$ cat src/rtl/serial_adder.sv
// serial_adder: bit-serial WIDTH-bit adder built around one full-adder cell with a registered carry
module serial_adder #(
    parameter int WIDTH = 8
) (
    input  logic             clk,
    input  logic             rst,
    input  logic             start,
    input  logic [WIDTH-1:0] a,
    input  logic [WIDTH-1:0] b,
    input  logic             cin,
    output logic             busy,
    output logic             done,
    output logic [WIDTH-1:0] sum,
    output logic             cout
);
    localparam int CW = $clog2(WIDTH);

    typedef enum logic [1:0] {IDLE, SHIFT, DONE} state_t;

    state_t           state_q, state_d;
    logic [WIDTH-1:0] a_sh_q, a_sh_d, b_sh_q, b_sh_d, s_sh_q, s_sh_d, sum_q, sum_d;
    logic             carry_q, carry_d, cout_q, cout_d;
    logic [CW-1:0]    cnt_q, cnt_d;
    logic             s, c, last;

    always_comb begin
        s       = a_sh_q[0] ^ b_sh_q[0] ^ carry_q;
        c       = (a_sh_q[0] & b_sh_q[0]) | ((a_sh_q[0] | b_sh_q[0]) & carry_q);
        last    = cnt_q == CW'(WIDTH - 1);
        state_d = state_q;
        a_sh_d  = a_sh_q;
        b_sh_d  = b_sh_q;
        s_sh_d  = s_sh_q;
        carry_d = carry_q;
        cnt_d   = cnt_q;
        sum_d   = sum_q;
        cout_d  = cout_q;
        if (state_q == SHIFT) begin
            a_sh_d  = a_sh_q >> 1;
            b_sh_d  = b_sh_q >> 1;
            s_sh_d  = {s, s_sh_q[WIDTH-1:1]};
            carry_d = c;
            cnt_d   = last ? '0 : cnt_q + 1'b1;
            if (last) begin
                state_d = DONE;
                sum_d   = {s, s_sh_q[WIDTH-1:1]};
                cout_d  = c;
            end
        end else if (start) begin
            state_d = SHIFT;
            a_sh_d  = a;
            b_sh_d  = b;
            carry_d = cin;
            cnt_d   = '0;
        end else begin
            state_d = IDLE;
        end
    end

    always_ff @(posedge clk) begin
        if (rst) begin
            state_q <= IDLE;
            a_sh_q  <= '0;
            b_sh_q  <= '0;
            s_sh_q  <= '0;
            carry_q <= 1'b0;
            cnt_q   <= '0;
            sum_q   <= '0;
            cout_q  <= 1'b0;
        end else begin
            state_q <= state_d;
            a_sh_q  <= a_sh_d;
            b_sh_q  <= b_sh_d;
            s_sh_q  <= s_sh_d;
            carry_q <= carry_d;
            cnt_q   <= cnt_d;
            sum_q   <= sum_d;
            cout_q  <= cout_d;
        end
    end

    assign busy = state_q == SHIFT;
    assign done = state_q == DONE;
    assign sum  = sum_q;
    assign cout = cout_q;
endmodule

$ cat config.mk
export PLATFORM = sky130hd
export DESIGN_NAME = serial_adder
export DESIGN_NICKNAME = d
export VERILOG_FILES = /design/src/rtl/serial_adder.sv
export SDC_FILE = /design/constraint.sdc
export NUM_CORES = 1
export LEC_CHECK = 0
export ABC_AREA = 1
export BUFFER_PORTS_ARGS = -buffer_cell sky130_fd_sc_hd__buf_2
export CAP_MARGIN = 20
export CORE_MARGIN = 2
export CORE_UTILIZATION = 44
export CTS_BUF_LIST = sky130_fd_sc_hd__clkbuf_4 sky130_fd_sc_hd__clkbuf_8
export CTS_CLUSTER_SIZE = 40
export DETAILED_ROUTE_END_ITERATION = 8
export PLACE_DENSITY = 0.63
export SETUP_SLACK_MARGIN = 0.4
export SYNTH_ARGS = -nofsm -noshare
export SYNTH_HDL_FRONTEND = slang
export SYNTH_SLANG_ARGS = --single-unit
$ cat constraint.sdc
create_clock -name clk -period 1.51 [get_ports clk]
set_input_delay 0.0755 -clock clk [delete_from_list [all_inputs] [get_ports clk]]
set_output_delay 0.0755 -clock clk [all_outputs]
set_load 0.01 [all_outputs]
== Word-level counts from Yosys, hierarchy flattened ==
Index checks and enable logic that the tools add are counted.

* Register bits after elaboration: 39
* Bits in latches: 0
* Memory bits (writable): 0
* Bits in read-only memories: 0
* Input bits: 20
* Output and inout bits: 11
* Logic and storage cells: 36
* Memories kept: 0

* Add/sub/neg operators: 1
* $mul: 0
* Divide/modulo/power cells: 0
* Order comparisons: 0
* Equal/unequal tests: 4
* Shifts and indexed selects: 0
* Mux-type cells: 12
* Bitwise logic cells: 6
* Reductions and logical operators: 3

{| class="wikitable"
|+ Operators by type and width
! operator !! count
|-
| $mux W7 || 4
|-
| $mux W3 || 3
|-
| $mux W2 || 2
|-
| $add A3 B1 Y3 const B || 1
|-
| $eq A3 B3 Y1 const B || 1
|-
| $mux W1 || 3
|-
| $and A1 B1 Y1 || 2
|-
| $eq A2 B1 Y1 const B || 1
|-
| $eq A2 B2 Y1 const B || 1
|-
| $ne A2 B1 Y1 const B || 1
|-
| $or A1 B1 Y1 || 2
|-
| $reduce_and A2 Y1 || 1
|-
| $reduce_bool A2 Y1 || 1
|-
| $reduce_or A2 Y1 || 1
|-
| $xor A1 B1 Y1 || 2
|}

== Depth between registers and ports, before layout ==
* Word-level depth: 4
* Mapped depth: 7
* Gate-level depth less buffers: 6

== Worst setup path after synthesis ==
No wires, ideal clock.

* Path type: reg-to-reg
* From: register cnt_q[0]
* To: register cout_q (netlist: cout)
* Library setup time: 58 ps
* Arrival time: 1122 ps
* Data required time: 1452 ps
* Path slack: 330 ps
* Stages on the path, launching flop included: 7
* Buffers on the path: 1
* Period minus slack after synthesis: 1180 ps
* Path through: dfxtp_1 > ha_1 > ha_1 > nand2_1 > buf_2 > nand3_1 > nand2_1

* Longest elaborated chain between the ends: 2

{| class="wikitable"
|+ Ends and longest elaborated chain
! element !! RTL line !! source
|-
| start, declared || 23 || <nowiki>logic [CW-1:0] cnt_q, cnt_d;</nowiki>
|-
| start signal, assigned || 76 || <nowiki>cnt_q <= cnt_d;</nowiki>
|-
| $eq A3 B3 Y1 || 29 || <nowiki>last = cnt_q == CW'(WIDTH - 1);</nowiki>
|-
| $reduce_and A2 Y1 (no source line) || n/a ||
|-
| end signal, assigned || 78 || <nowiki>cout_q <= cout_d;</nowiki>
|-
| end, declared || 22 || <nowiki>logic carry_q, carry_d, cout_q, cout_d;</nowiki>
|}

No other way between the ends.
A chain may end at the register's enable or synchronous reset.

== Worst setup path after layout ==
* From: register a_sh_q[0]
* To: register s_sh_q[7]

* Longest elaborated chain between the ends: 2

{| class="wikitable"
|+ Ends and longest elaborated chain
! element !! RTL line !! source
|-
| start, declared || 21 || <nowiki>logic [WIDTH-1:0] a_sh_q, a_sh_d, b_sh_q, b_sh_d, s_sh_q, s_sh_d, sum_q, sum_d;</nowiki>
|-
| start signal, assigned || 72 || <nowiki>a_sh_q <= a_sh_d;</nowiki>
|-
| $xor A1 B1 Y1 (2 in series) || 27 || <nowiki>s = a_sh_q[0] ^ b_sh_q[0] ^ carry_q;</nowiki>
|-
| named net s || 24 || <nowiki>logic s, c, last;</nowiki>
|-
| end signal, assigned || 74 || <nowiki>s_sh_q <= s_sh_d;</nowiki>
|-
| end, declared || 21 ||
|}

The timed path passes the listed nets, and every way through them passes these cells.

==> qor.yml <==
setup_path:
  r2r_slack_ns: 0.38
  critical_path.top_delay_family: "adder cells"
  cp_slowest_cell: "fa_2"
  cpPeakStageDelay_ns: 0.59
  cp-end-kind: "register"
  crit_arrival_ns: 1.36
  worstPathCellList: "fa_2, o21ai_2, nor2_1"
  reg2reg_to: "s_sh_q[7]$_SDFFE_PP0P_"
  startpoint_type: "register"
  rr_startpoint: "a_sh_q[0]$_SDFFE_PP0P_"
  crit_fanout: 2
  path_class: "register to register"
  required_ns: 1.73
  worst-path-buf-inv: 0
  rr_worst_depth: 3
logic_synthesis:
  avgSynthCellArea_um2: 7.321
  yosysSeqAreaShare_pct: 46.81
  synth.distinct_cells: 18
  synth_nets: 245
  ys.warnings.count: 0
  syn_inst: 222
  synth_area_um2: 1625
  synth-seq-cells: 38
timing:
  hold_viol_final: 0
  worst_slack_ns: 0.3754
  tns_ns: 0
  max_freq_mhz: 881.4
  fin_crit_sh_pct: 75.14
  finalSetupViolCount: 0
  min_period_ns: 1.135
  tightest_slew_ns: 0.5245
  relSlewSlack_pct: 64.98
  fin_skew_ns: 0.004093
  maxSlewViolCount: 0
  grt_setup_unrepaired: "true"
route:
  drt_wl_total_um: 3640
  drt-vias-per-instance: 4.887
  wire_per_inst_um: 11.74
  drt_iter0_markers: 69
  vias: 1515
  drt_pass1_iterations: 4
  drc: 0
  ant_nets: 0
cells_and_area:
  instances_no_fill: 310
  diodes: 0
  drive_gt1_share_pct: 28.63
  layout.nets: 285
  area_growth_pct: 30.56
die:
  num_rows: 22
  fp.dieH_um: 64.78
  fp.dieW_um: 64.78
  dieArea_um2: 4196
  coreArea_um2: 3606
  initial_utilization_pct: 45.07
  ios: 31
power:
  p_leak_nw: 1.064
  ir_drop_mv: 0.5789
  power_density_nw_per_um2: 952.9
outcome:
  status: "finished, final reports clean"
grt:
  grt_first_pass_wirelength_um: 5768
  gr-total-overflow: 0
  grt_max_degree: 38
  grt_use_total_pct: 18.03
  grt_antenna_before_repair: 0
  grt_pass1_vias: 1319
cts:
  cts_inserted_buffers: 5
  clock_sinks: 38
  clockBufferDepth: 2
  cts_root_buffer: "clkbuf_8"
  path_clk_slew_ns: 0.07
  tritoncts: "yes"
  cts_max_level: 2
  clk_latency_ns: 0.28
  hold_buffers: 0
worst_hold_path:
  min_path_type: "primary input to register"
  hold_path_end: "b_sh_q[7]$_SDFFE_PP0P_"
  min_from: "b[7]"
  holdPathStages: 3
placed_design:
  port_buffers: 30
  globalplace.congestion: 0.6932
  pre_cts_slack_ns: 0.2749
  dpl.cell_count: 291
  dp_hpwl_um: 2180
run:
  drv_cap: 0
registers in the layout (all words and copies together) (netlist names):
register and count:
cout 1, state_q 2, sum 8, b_sh_q 8
cnt_q 3, s_sh_q 7, carry_q 1, a_sh_q 8
synth_stat cells:
| library cell | instances | area share [%] |
|---|---|---|
| inv_1 | 18 | 4.2 |
| buf_2 | 7 | 2.2 |
| clkbuf_1 | 1 | 0.23 |
| nand3_1 | 55 | 17 |
| buf_6 | 2 | 1.4 |
| a21oi_1 | 3 | 0.92 |
| nor2_1 | 18 | 4.2 |
| dfxtp_1 | 38 | 47 |
| ha_1 | 2 | 1.5 |
| fa_1 | 1 | 1.2 |
| nor2_4 | 1 | 0.69 |
| a211oi_1 | 2 | 0.92 |
| o21ai_0 | 7 | 2.2 |
| inv_2 | 2 | 0.46 |
| nor2_2 | 1 | 0.39 |
| buf_4 | 4 | 1.8 |
| nand2_2 | 1 | 0.39 |
| nand2_1 | 59 | 14 |
tightest hold or removal path, stage by stage:
cell	delay [ns]
buf_2	0.10
nand2_1	0.05
a211oi_1	0.06
cell families (layout without fill, tap and decap cells):
kind of cell	count (synthesis)	count (layout)	share of synthesized area (%)
flops	38	38	46.81
buf+inv	34	73	10.24
compound gates	12	12	4.002
fa+ha+maj	3	3	2.771
simple gates	135	136	36.18
power breakdown:
group          internal [mW]  switching (mW)
Sequential              1.05          0.0288
Clock                  0.353           0.316
Combinational          0.128           0.147
Total                   1.53           0.492
how the worst max path moves through the flow:
stage | from | to | slack (ns) | depth (start not counted)
final | a_sh_q[0]$_SDFFE_PP0P_ | s_sh_q[7]$_SDFFE_PP0P_ | 0.38 | 3
after global routing | a_sh_q[0]$_SDFFE_PP0P_ | s_sh_q[7]$_SDFFE_PP0P_ | 0.32 | 3
after CTS | carry_q$_SDFFE_PP0P_ | s_sh_q[7]$_SDFFE_PP0P_ | 0.35 | 3
after detailed placement | cnt_q[0]$_SDFFE_PP0P_ | sum[3]$_SDFFE_PP0P_ | 0.27 | 6
after global placement | cnt_q[0]$_SDFFE_PP0P_ | sum[4]$_SDFFE_PP0P_ | 0.31 | 6
after floorplan | a_sh_q[0]$_SDFFE_PP0P_ | s_sh_q[7]$_SDFFE_PP0P_ | 0.41 | 3
layout make-up:
class	instances	area [um^2]
inverter	20	75.07
tap	48	60.06
fill	350	1484
sequential	38	770.7
clock buffer	7	83.83
timing repair buffer	46	346.6
multi-input combinational	151	785.8
placed cells by master, fill, tap and decap left out, types with 4 or more instances in the layout:
master / n
nand2_1: 57
nand3_1: 54
dfxtp_1: 32
buf_2: 29
nor2_1: 17
inv_1: 16
buf_4: 8
o21ai_0: 6
dfxtp_2: 5
clkbuf_8: 5
buf_6: 5
inv_2: 4
timing repair:
| action | 4_1_cts | 5_1_grt |
|---|---|---|
| gates resized for setup | 19 | 14 |
| gates cloned | 2 | 2 |
| setup buffers | 5 | 3 |
| pin swaps | 6 | 16 |
| setup endpoints to repair | 31 | 30 |
metrics by stage:
step / total power [mW] / hold WS, ns / utilization, % / instance area (um^2)
final: 2.022 / 0.03689 / 58.85 / 2122
after global routing: 2.117 / 0.04626 / 58.85 / 2122
after CTS: 2.002 / 0.03517 / 55.41 / 1998
after detailed placement: 1.308 / 0.3361 / 49.83 / 1797
after global placement: 1.308 / 0.3356 / 49.83 / 1797
after floorplan: 1.250 / 0.2199 / - / 1634
metal layers:
metal	track usage (%)	vias up	wire length [um]
met4	4.787	0	40
met3	5.729	6	125
met1	21.59	699	1653
met5	0	-	0
li1	-	789	-
met2	31.06	21	1821
Power figures use the tool's default switching activity.
